File: src/rtl/alu_arbiter.sv
// -----------------------------------------------------------------------------
// alu_arbiter
//
// Purpose:
//   Shares one combinational RV32I ALU between two requesters.
//   - Port 0: execute-stage issue path.
//   - Port 1: auxiliary client, such as the CSR or address-generation path.
//   The winning request is latched into the registered ALU drive and the ALU
//   is allowed one cycle (EXEC). Its result is then captured and held in
//   RESP until the owning port accepts it.
//
// Configuration macro:
//   ALU_ARB_ROUND_ROBIN_EN
//     Defined   : ties are broken round-robin through the 'last' pointer.
//     Undefined : fixed priority. Port 0 wins every tie, so port 1 can
//                 starve while port 0 stays valid.
//
// Ports:
//   clk                     in   rising-edge clock
//   reset_n                 in   asynchronous active-low reset
//   req0_valid/req1_valid   in   request present
//   req0_op/req1_op         in   ALU operation code (OPW bits)
//   req0_a/req0_b           in   port 0 operands (XLEN bits)
//   req1_a/req1_b           in   port 1 operands (XLEN bits)
//   req0_ready/req1_ready   out  request accepted this cycle
//                                (combinational, at most one high)
//   resp0_valid/resp1_valid out  result held for that port
//   resp0_ready/resp1_ready in   port consumes the result
//   resp_result             out  captured ALU result, shared by both ports
//   resp_zero               out  captured ALU zero flag
//   alu_op/alu_a/alu_b      out  registered drive to the shared ALU
//   alu_result/alu_zero     in   combinational ALU outputs
//   busy                    out  transaction in flight (EXEC or RESP)
// -----------------------------------------------------------------------------
module alu_arbiter #(
  parameter int XLEN = 32,
  parameter int OPW  = 4
) (
  input  logic            clk,
  input  logic            reset_n,
  input  logic            req0_valid,
  input  logic [OPW-1:0]  req0_op,
  input  logic [XLEN-1:0] req0_a,
  input  logic [XLEN-1:0] req0_b,
  output logic            req0_ready,
  input  logic            req1_valid,
  input  logic [OPW-1:0]  req1_op,
  input  logic [XLEN-1:0] req1_a,
  input  logic [XLEN-1:0] req1_b,
  output logic            req1_ready,
  output logic            resp0_valid,
  input  logic            resp0_ready,
  output logic            resp1_valid,
  input  logic            resp1_ready,
  output logic [XLEN-1:0] resp_result,
  output logic            resp_zero,
  output logic [OPW-1:0]  alu_op,
  output logic [XLEN-1:0] alu_a,
  output logic [XLEN-1:0] alu_b,
  input  logic [XLEN-1:0] alu_result,
  input  logic            alu_zero,
  output logic            busy
);

  typedef enum logic [1:0] {
    ST_IDLE = 2'b00,
    ST_EXEC = 2'b01,
    ST_RESP = 2'b10
  } state_t;

  state_t          r_state;
  state_t          w_state_nxt;
  logic            r_own;
  logic            w_own_nxt;
`ifdef ALU_ARB_ROUND_ROBIN_EN
  logic            r_last;
`endif

  logic            w_own_ready;
  logic            w_arb_en;
  logic            w_any_valid;
  logic            w_win;
  logic            w_accept;

  logic [OPW-1:0]  r_alu_op;
  logic [XLEN-1:0] r_alu_a;
  logic [XLEN-1:0] r_alu_b;
  logic [XLEN-1:0] r_resp_result;
  logic            r_resp_zero;
  logic            r_resp0_valid;
  logic            r_resp1_valid;
  logic            r_busy;

  // Handshake of the port that currently owns the held response.
  always_comb begin
    w_own_ready = 1'b0;
    if (r_own) begin
      w_own_ready = resp1_ready;
    end else begin
      w_own_ready = resp0_ready;
    end
  end

  // Arbitration window: IDLE, or RESP in the cycle the response is consumed.
  // reset_n gates it so no request is ever accepted while reset is held.
  always_comb begin
    w_arb_en = 1'b0;
    case (r_state)
      ST_IDLE: w_arb_en = reset_n;
      ST_EXEC: w_arb_en = 1'b0;
      ST_RESP: w_arb_en = reset_n & w_own_ready;
      default: w_arb_en = 1'b0;
    endcase
  end

  // Winner selection. A single valid port always wins; ties depend on build.
  always_comb begin
    w_win = 1'b0;
    if (req0_valid && req1_valid) begin
`ifdef ALU_ARB_ROUND_ROBIN_EN
      w_win = ~r_last;
`else
      w_win = 1'b0;
`endif
    end else if (req1_valid) begin
      w_win = 1'b1;
    end else begin
      w_win = 1'b0;
    end
  end

  assign w_any_valid = req0_valid | req1_valid;
  assign w_accept    = w_arb_en & w_any_valid;
  assign req0_ready  = w_accept & ~w_win;
  assign req1_ready  = w_accept &  w_win;

  // Next-state and next-owner decode.
  always_comb begin
    w_state_nxt = r_state;
    w_own_nxt   = r_own;
    case (r_state)
      ST_IDLE: begin
        if (w_accept) begin
          w_state_nxt = ST_EXEC;
          w_own_nxt   = w_win;
        end else begin
          w_state_nxt = ST_IDLE;
        end
      end
      ST_EXEC: begin
        w_state_nxt = ST_RESP;
      end
      ST_RESP: begin
        // Consumption and a fresh acceptance may share this cycle.
        if (w_accept) begin
          w_state_nxt = ST_EXEC;
          w_own_nxt   = w_win;
        end else if (w_own_ready) begin
          w_state_nxt = ST_IDLE;
        end else begin
          w_state_nxt = ST_RESP;
        end
      end
      default: begin
        // Unreachable encoding: recover to a clean idle.
        w_state_nxt = ST_IDLE;
        w_own_nxt   = 1'b0;
      end
    endcase
  end

  // FSM state, owner and status outputs. The status outputs are registered
  // from the next-state decode so they line up with r_state.
  always_ff @(posedge clk or negedge reset_n) begin
    if (!reset_n) begin
      r_state       <= ST_IDLE;
      r_own         <= 1'b0;
      r_busy        <= 1'b0;
      r_resp0_valid <= 1'b0;
      r_resp1_valid <= 1'b0;
    end else begin
      r_state       <= w_state_nxt;
      r_own         <= w_own_nxt;
      r_busy        <= (w_state_nxt != ST_IDLE);
      r_resp0_valid <= (w_state_nxt == ST_RESP) & ~w_own_nxt;
      r_resp1_valid <= (w_state_nxt == ST_RESP) &  w_own_nxt;
    end
  end

`ifdef ALU_ARB_ROUND_ROBIN_EN
  // Round-robin pointer. Reset to 1 so that port 0 wins the first tie.
  always_ff @(posedge clk or negedge reset_n) begin
    if (!reset_n) begin
      r_last <= 1'b1;
    end else if (w_accept) begin
      r_last <= w_win;
    end else begin
      r_last <= r_last;
    end
  end
`endif

  // ALU drive registers. They load only on acceptance and otherwise keep the
  // last operation, so the ALU inputs do not toggle while idle.
  always_ff @(posedge clk or negedge reset_n) begin
    if (!reset_n) begin
      r_alu_op <= {OPW{1'b0}};
      r_alu_a  <= {XLEN{1'b0}};
      r_alu_b  <= {XLEN{1'b0}};
    end else if (w_accept) begin
      if (w_win) begin
        r_alu_op <= req1_op;
        r_alu_a  <= req1_a;
        r_alu_b  <= req1_b;
      end else begin
        r_alu_op <= req0_op;
        r_alu_a  <= req0_a;
        r_alu_b  <= req0_b;
      end
    end else begin
      r_alu_op <= r_alu_op;
      r_alu_a  <= r_alu_a;
      r_alu_b  <= r_alu_b;
    end
  end

  // Result capture at the end of EXEC. The value is held through RESP.
  always_ff @(posedge clk or negedge reset_n) begin
    if (!reset_n) begin
      r_resp_result <= {XLEN{1'b0}};
      r_resp_zero   <= 1'b0;
    end else if (r_state == ST_EXEC) begin
      r_resp_result <= alu_result;
      r_resp_zero   <= alu_zero;
    end else begin
      r_resp_result <= r_resp_result;
      r_resp_zero   <= r_resp_zero;
    end
  end

  assign alu_op      = r_alu_op;
  assign alu_a       = r_alu_a;
  assign alu_b       = r_alu_b;
  assign resp_result = r_resp_result;
  assign resp_zero   = r_resp_zero;
  assign resp0_valid = r_resp0_valid;
  assign resp1_valid = r_resp1_valid;
  assign busy        = r_busy;

endmodule

File: config.mk
export PLATFORM = sky130hd
export DESIGN_NAME = alu_arbiter
export DESIGN_NICKNAME = d
export VERILOG_FILES = /design/src/rtl/alu_arbiter.sv
export SDC_FILE = /design/constraint.sdc
export NUM_CORES = 1
export LEC_CHECK = 0
export BUFFER_PORTS_ARGS = -buffer_cell sky130_fd_sc_hd__buf_4
export CAP_MARGIN = 30
export CELL_PAD_IN_SITES_DETAIL_PLACEMENT = 1
export CELL_PAD_IN_SITES_GLOBAL_PLACEMENT = 2
export CORE_MARGIN = 10
export CORE_UTILIZATION = 27
export CTS_CLUSTER_DIAMETER = 60
export DETAILED_ROUTE_END_ITERATION = 8
export MAX_ROUTING_LAYER = met4
export PLACE_DENSITY_LB_ADDON = 0.1
export SETUP_SLACK_MARGIN = 0.3
export SYNTH_ARGS = -nofsm -noshare
export SYNTH_HDL_FRONTEND = slang
export SYNTH_SLANG_ARGS = --single-unit
export TNS_END_PERCENT = 100
File: constraint.sdc
create_clock -name clk -period 2.1 [get_ports clk]
set_input_delay 0.105 -clock clk [delete_from_list [all_inputs] [get_ports clk]]
set_output_delay 0.105 -clock clk [all_outputs]
set_load 0.03 [all_outputs]
Word-level counts from Yosys, hierarchy flattened
Cells that the tools add are included.

Eq/ne operators: 3. Muxes and demuxes: 13. Bitwise logic cells: 9. Reductions and logical operators: 4.

Operator list (count): $mux 32 (2); $and 1x1->1 (6); $pmux 2 s3 (1); $mux 1 (5); $eq 2x2->1 const B (2); $mux 2 (2); $mux 4 (1); $pmux 1 s2 (2); $eq 2x1->1 const B (1); $logic_not 2->1 (1); $not 1->1 (2); $reduce_bool 2->1 (1); $reduce_or 2->1 (1); $logic_and 1x1->1 (1); $or 1x1->1 (1).

Register bits after elaboration: 107. Bits of input ports: 175. Word-level logic and storage cells: 39.

Depth between registers and ports, before layout
Word-level depth: 8. Depth in mapped cells: 5. Mapped depth without buffers: 4.

Least setup slack after synthesis
OpenSTA, ideal clock, no wires.

Path type: reg-to-reg. Start point: register r_own. End point: register r_alu_a[10], in the netlist alu_a[10]. Arrival: 1614 ps. Path slack: 361 ps. Stages on the path, launching flop included: 6. Cell sequence: dfrtp_1 > mux2i_1 > a2111o_2 > clkinv_8 > buf_12 > mux2_4.

Word-level cells in the longest chain between the ends: 4.

Ends and longest elaborated chain: start, declared (RTL line 73) `logic r_own;`; start signal, assigned (RTL line 183) `r_own <= w_own_nxt;`; $mux 1 (RTL line 97) `if (r_own) begin`; $and 1x1->1 (RTL line 111) `ST_RESP: w_arb_en = reset_n & w_own_ready;`; $pmux 1 s2 (RTL line 108) `case (r_state)`; $and 1x1->1 (RTL line 133) `assign w_accept = w_arb_en & w_any_valid;`; end signal, assigned (RTL line 208) `r_alu_a <= {XLEN{1'b0}};`; end signal, assigned (RTL line 213) `r_alu_a <= req1_a;`; end signal, assigned (RTL line 217) `r_alu_a <= req0_a;`; end, declared (RTL line 86) `logic [XLEN-1:0] r_alu_a;`.

Every way passes these cells. A chain may end at the register's enable or synchronous reset.

Worst setup path after layout
Start point: register r_own. End point: register r_alu_op[3], in the netlist alu_op[3].

Word-level cells in the longest chain between the ends: 4.

Ends and longest elaborated chain: $mux 1 (RTL line 97); $and 1x1->1 (RTL line 111); $pmux 1 s2 (RTL line 108); $and 1x1->1 (RTL line 133); end signal, assigned (RTL line 207) `r_alu_op <= {OPW{1'b0}};`; end signal, assigned (RTL line 212) `r_alu_op <= req1_op;`; end signal, assigned (RTL line 216) `r_alu_op <= req0_op;`; end, declared (RTL line 85) `logic [OPW-1:0] r_alu_op;`.

Every way passes these cells.

==> results.sh <==
export IMPL_max_freq_mhz=522.3
export IMPL_setup_viol=0
export IMPL_met3_usage_pct=5.532
export IMPL_yosysWarnings=0
export IMPL_slew_viol_final=0
export IMPL_worst_slack_ns=0.1854
export IMPL_max_cap_violations=0
export IMPL_max_clock_path_buffers=2
export IMPL_clockRootBuffer="clkbuf_16"
export IMPL_timing_slew_headroom_pct=53.21
export IMPL_rsz0062_at_grt="true"
export IMPL_synthesis_area_um2=5176
export IMPL_critPathKind="reg -> reg"
export IMPL_required_ns=2.34
export IMPL_clk_pin_slew_ns=0.07
export IMPL_cp_start_kind="flop"
export IMPL_preCtsSetupSlack_ns=0.1557
export IMPL_num_nets_final=888
export IMPL_syn_mean_instance_area_um2=13.41
export IMPL_p_total_mw=10.30
export IMPL_start_util_pct=27.58
export IMPL_io_buffer_count=280
export IMPL_min_period_ns=1.915
export IMPL_die_area_um2=25110
export IMPL_cts_max_level=3
export IMPL_critical_path_slowest_cell="a2111o_2"
export IMPL_clk_latency_ns=0.35
export IMPL_grt_pass1_vias=4715
export IMPL_path_max_fanout=8
export IMPL_wl_per_cell_um=19.66
export IMPL_synth_edff_count=0
export IMPL_drc_errors=0
export IMPL_final_hold_violation_count=0
export IMPL_p_per_area_nw_per_um2=1225
export IMPL_postRouteAntennaNets=0
export IMPL_clock_sinks=107
export IMPL_vias=4110
export IMPL_ios=281
export IMPL_grt_util_met1_pct=16.28
export IMPL_die_h_um=158.5
export IMPL_vdd_drop_max_uv=579.5
export IMPL_final_setup_tns_ns=0
export IMPL_cp_cell_sequence="mux2i_1, a2111o_2, clkinv_8, buf_12, clkbuf_16, mux2_4"
export IMPL_cpLargestDelayFamily="compound AO/OA/AOI/OAI gates"
export IMPL_fillers=2057
export IMPL_timing_critical_path_buf_inv=3
export IMPL_grt_ovfl_total=0
export IMPL_clock_skew_ns=0.009879
export IMPL_grt_max_degree=56
export IMPL_p_leak_nw=4.247
export IMPL_drive_above_1_share_pct=64.35
export IMPL_drt_iter0_markers=132
export IMPL_grtUsageTotal_pct=14.64
export IMPL_period_share_pct=91.17
export IMPL_crit_path_max_incr_delay_ns=0.52
export IMPL_die_w_um=158.5
export IMPL_hp_class="in -> reg"
export IMPL_cts_tree="built"
export IMPL_cp_arrival_ns=2.15
export IMPL_via_per_inst=4.313
export IMPL_syn_inst=386
export IMPL_status="finished clean"
export IMPL_core_area_um2=18770
export IMPL_synthFlopType="dfrtp_1"
export IMPL_antenna_found_initial=1
export IMPL_stdcell_count=953
export IMPL_endpoint_kind="flop"
export IMPL_synth_seq_area_share_pct=51.73
export IMPL_tightest_slew_ns=0.7019
export IMPL_dp_cells=890
export IMPL_async_reset_ff_share_pct=100.0
export IMPL_rows=50
export IMPL_grt_first_pass_wirelength_mm=27.41
export IMPL_synth_seq_cells=107
export IMPL_utilization_pct=44.81
export IMPL_routabilityCongestion=0.7315
export IMPL_gr_max_usage_layer="met2"
export IMPL_dpl_hpwl_mm=14.38
export IMPL_cts_inserted_buffers=9
export IMPL_drt_wl_total_mm=18.74
export IMPL_ys_types=20
export IMPL_dr_pass1_iters=4
export IMPL_synthToLayoutAreaGrowth_pct=62.48
export IMPL_globalRouteMet2Util_pct=24.62
export IMPL_syn_nets=561
==> placed cells by master, fill, tap and decap left out, types with 2 or more instances in the layout <==
master,synthesis,routed
buf_16,0,3
buf_12,7,5
nand2_1,100,100
inv_6,0,3
inv_1,3,3
clkbuf_16,0,11
buf_4,0,288
buf_6,0,7
mux2_4,68,68
dfrtp_1,107,107
o21ai_0,2,2
mux2_2,68,68
o211ai_1,3,3
dlygate4sd3_1,0,34
==> worst reg2reg max path: cells and delay by family, from the launching register on <==
| kind | cells | cell delay [ns] |
|---|---|---|
| AOI/OAI and AO/OA | 1 | 0.52 |
| muxes | 2 | 0.46 |
| buffers and inverters | 3 | 0.42 |
| DFF | 1 | 0.41 |
==> cell type report <==
| type | instances | area (um2) | share of cell area [%] |
|---|---|---|---|
| tap | 234 | 292.8 | 3.481 |
| multi-input combinational | 252 | 2287 | 27.19 |
| antenna | 1 | 2.502 | 0.02975 |
| timing repair buffer | 339 | 2814 | 33.46 |
| sequential | 107 | 2678 | 31.84 |
| clock inverter | 6 | 70.07 | 0.8331 |
| clock buffer | 10 | 239.0 | 2.841 |
| inverter | 4 | 27.53 | 0.3273 |
==> through the flow <==
stage / hold slack [ns] / cell area (um2)
final: 0.04624 / 8411
after global routing: 0.07331 / 8411
after CTS: 0.02997 / 8327
after detailed placement: 0.2994 / 7540
after global placement: 0.2940 / 7540
after floorplan: -0.1906 / 5176
==> cells by family (layout without fill, tap and decap cells) <==
group | after synthesis | count (layout) | share of synthesized area (%)
other | 0 | 1 | 0
AND/OR/NAND/NOR | 108 | 108 | 8.170
multiplexers | 137 | 137 | 34.71
buffers and inverters | 27 | 359 | 4.423
flip-flops | 107 | 107 | 51.73
AO/OA/AOI/OAI | 7 | 7 | 0.9667
==> power breakdown <==
group          leakage [nW]  internal [mW]  switching [mW]
Sequential             1.28           2.87           0.496
Combinational          2.81           2.32            2.86
Clock                 0.154          0.971           0.784
Total                  4.25           6.16            4.14
==> registers in the layout, indices dropped and copies added (netlist names), 2 cells and up <==
register / count
resp_result: 32
alu_b: 32
alu_a: 32
r_state: 2
alu_op: 4
==> Yosys cell counts (2+ instances only) <==
cell / n / share of area (%)
mux2_4: 68 / 20
buf_12: 7 / 2.7
o211ai_1: 3 / 0.44
nor2_1: 2 / 0.15
nand2_1: 100 / 7.3
inv_1: 3 / 0.22
mux2_2: 68 / 15
dfrtp_1: 107 / 52
o21ai_0: 2 / 0.19
nand2b_1: 2 / 0.24
clkbuf_1: 15 / 1.1
==> worst paths after layout <==
path / from / to / slack, ns / depth (start not counted)
worst min register to register: resp_result[10] / resp_result[10] / 0.48 / 2
max in group asynchronous: reset_n / alu_b[0] / 0.63 / 4
min in group asynchronous: reset_n / r_state[1] / 0.55 / 3
worst min-delay path: resp0_ready / resp0_valid / 0.05 / 3
worst max register to register: r_own / alu_op[3] / 0.19 / 6
worst max-delay path: r_own / alu_op[3] / 0.19 / 6
==> metal layers <==
metal	part of all wire, %	vias up
met4	0.79	0
met3	8.9	10
met1	40	1975
met2	50	168
met5	0	-
li1	-	1957
==> repair_timing <==
| action | in CTS | in global routing |
|---|---|---|
| hold buffers | 34 | 0 |
| pin swaps | 1 | 0 |
| setup buffers | 8 | 0 |
| gates cloned | 1 | 3 |
| hold endpoints to repair | 85 | 0 |
| gates resized for setup | 9 | 5 |
| endpoints found under the setup margin | 62 | 124 |
Note: power is estimated with default switching activity, not from simulation.
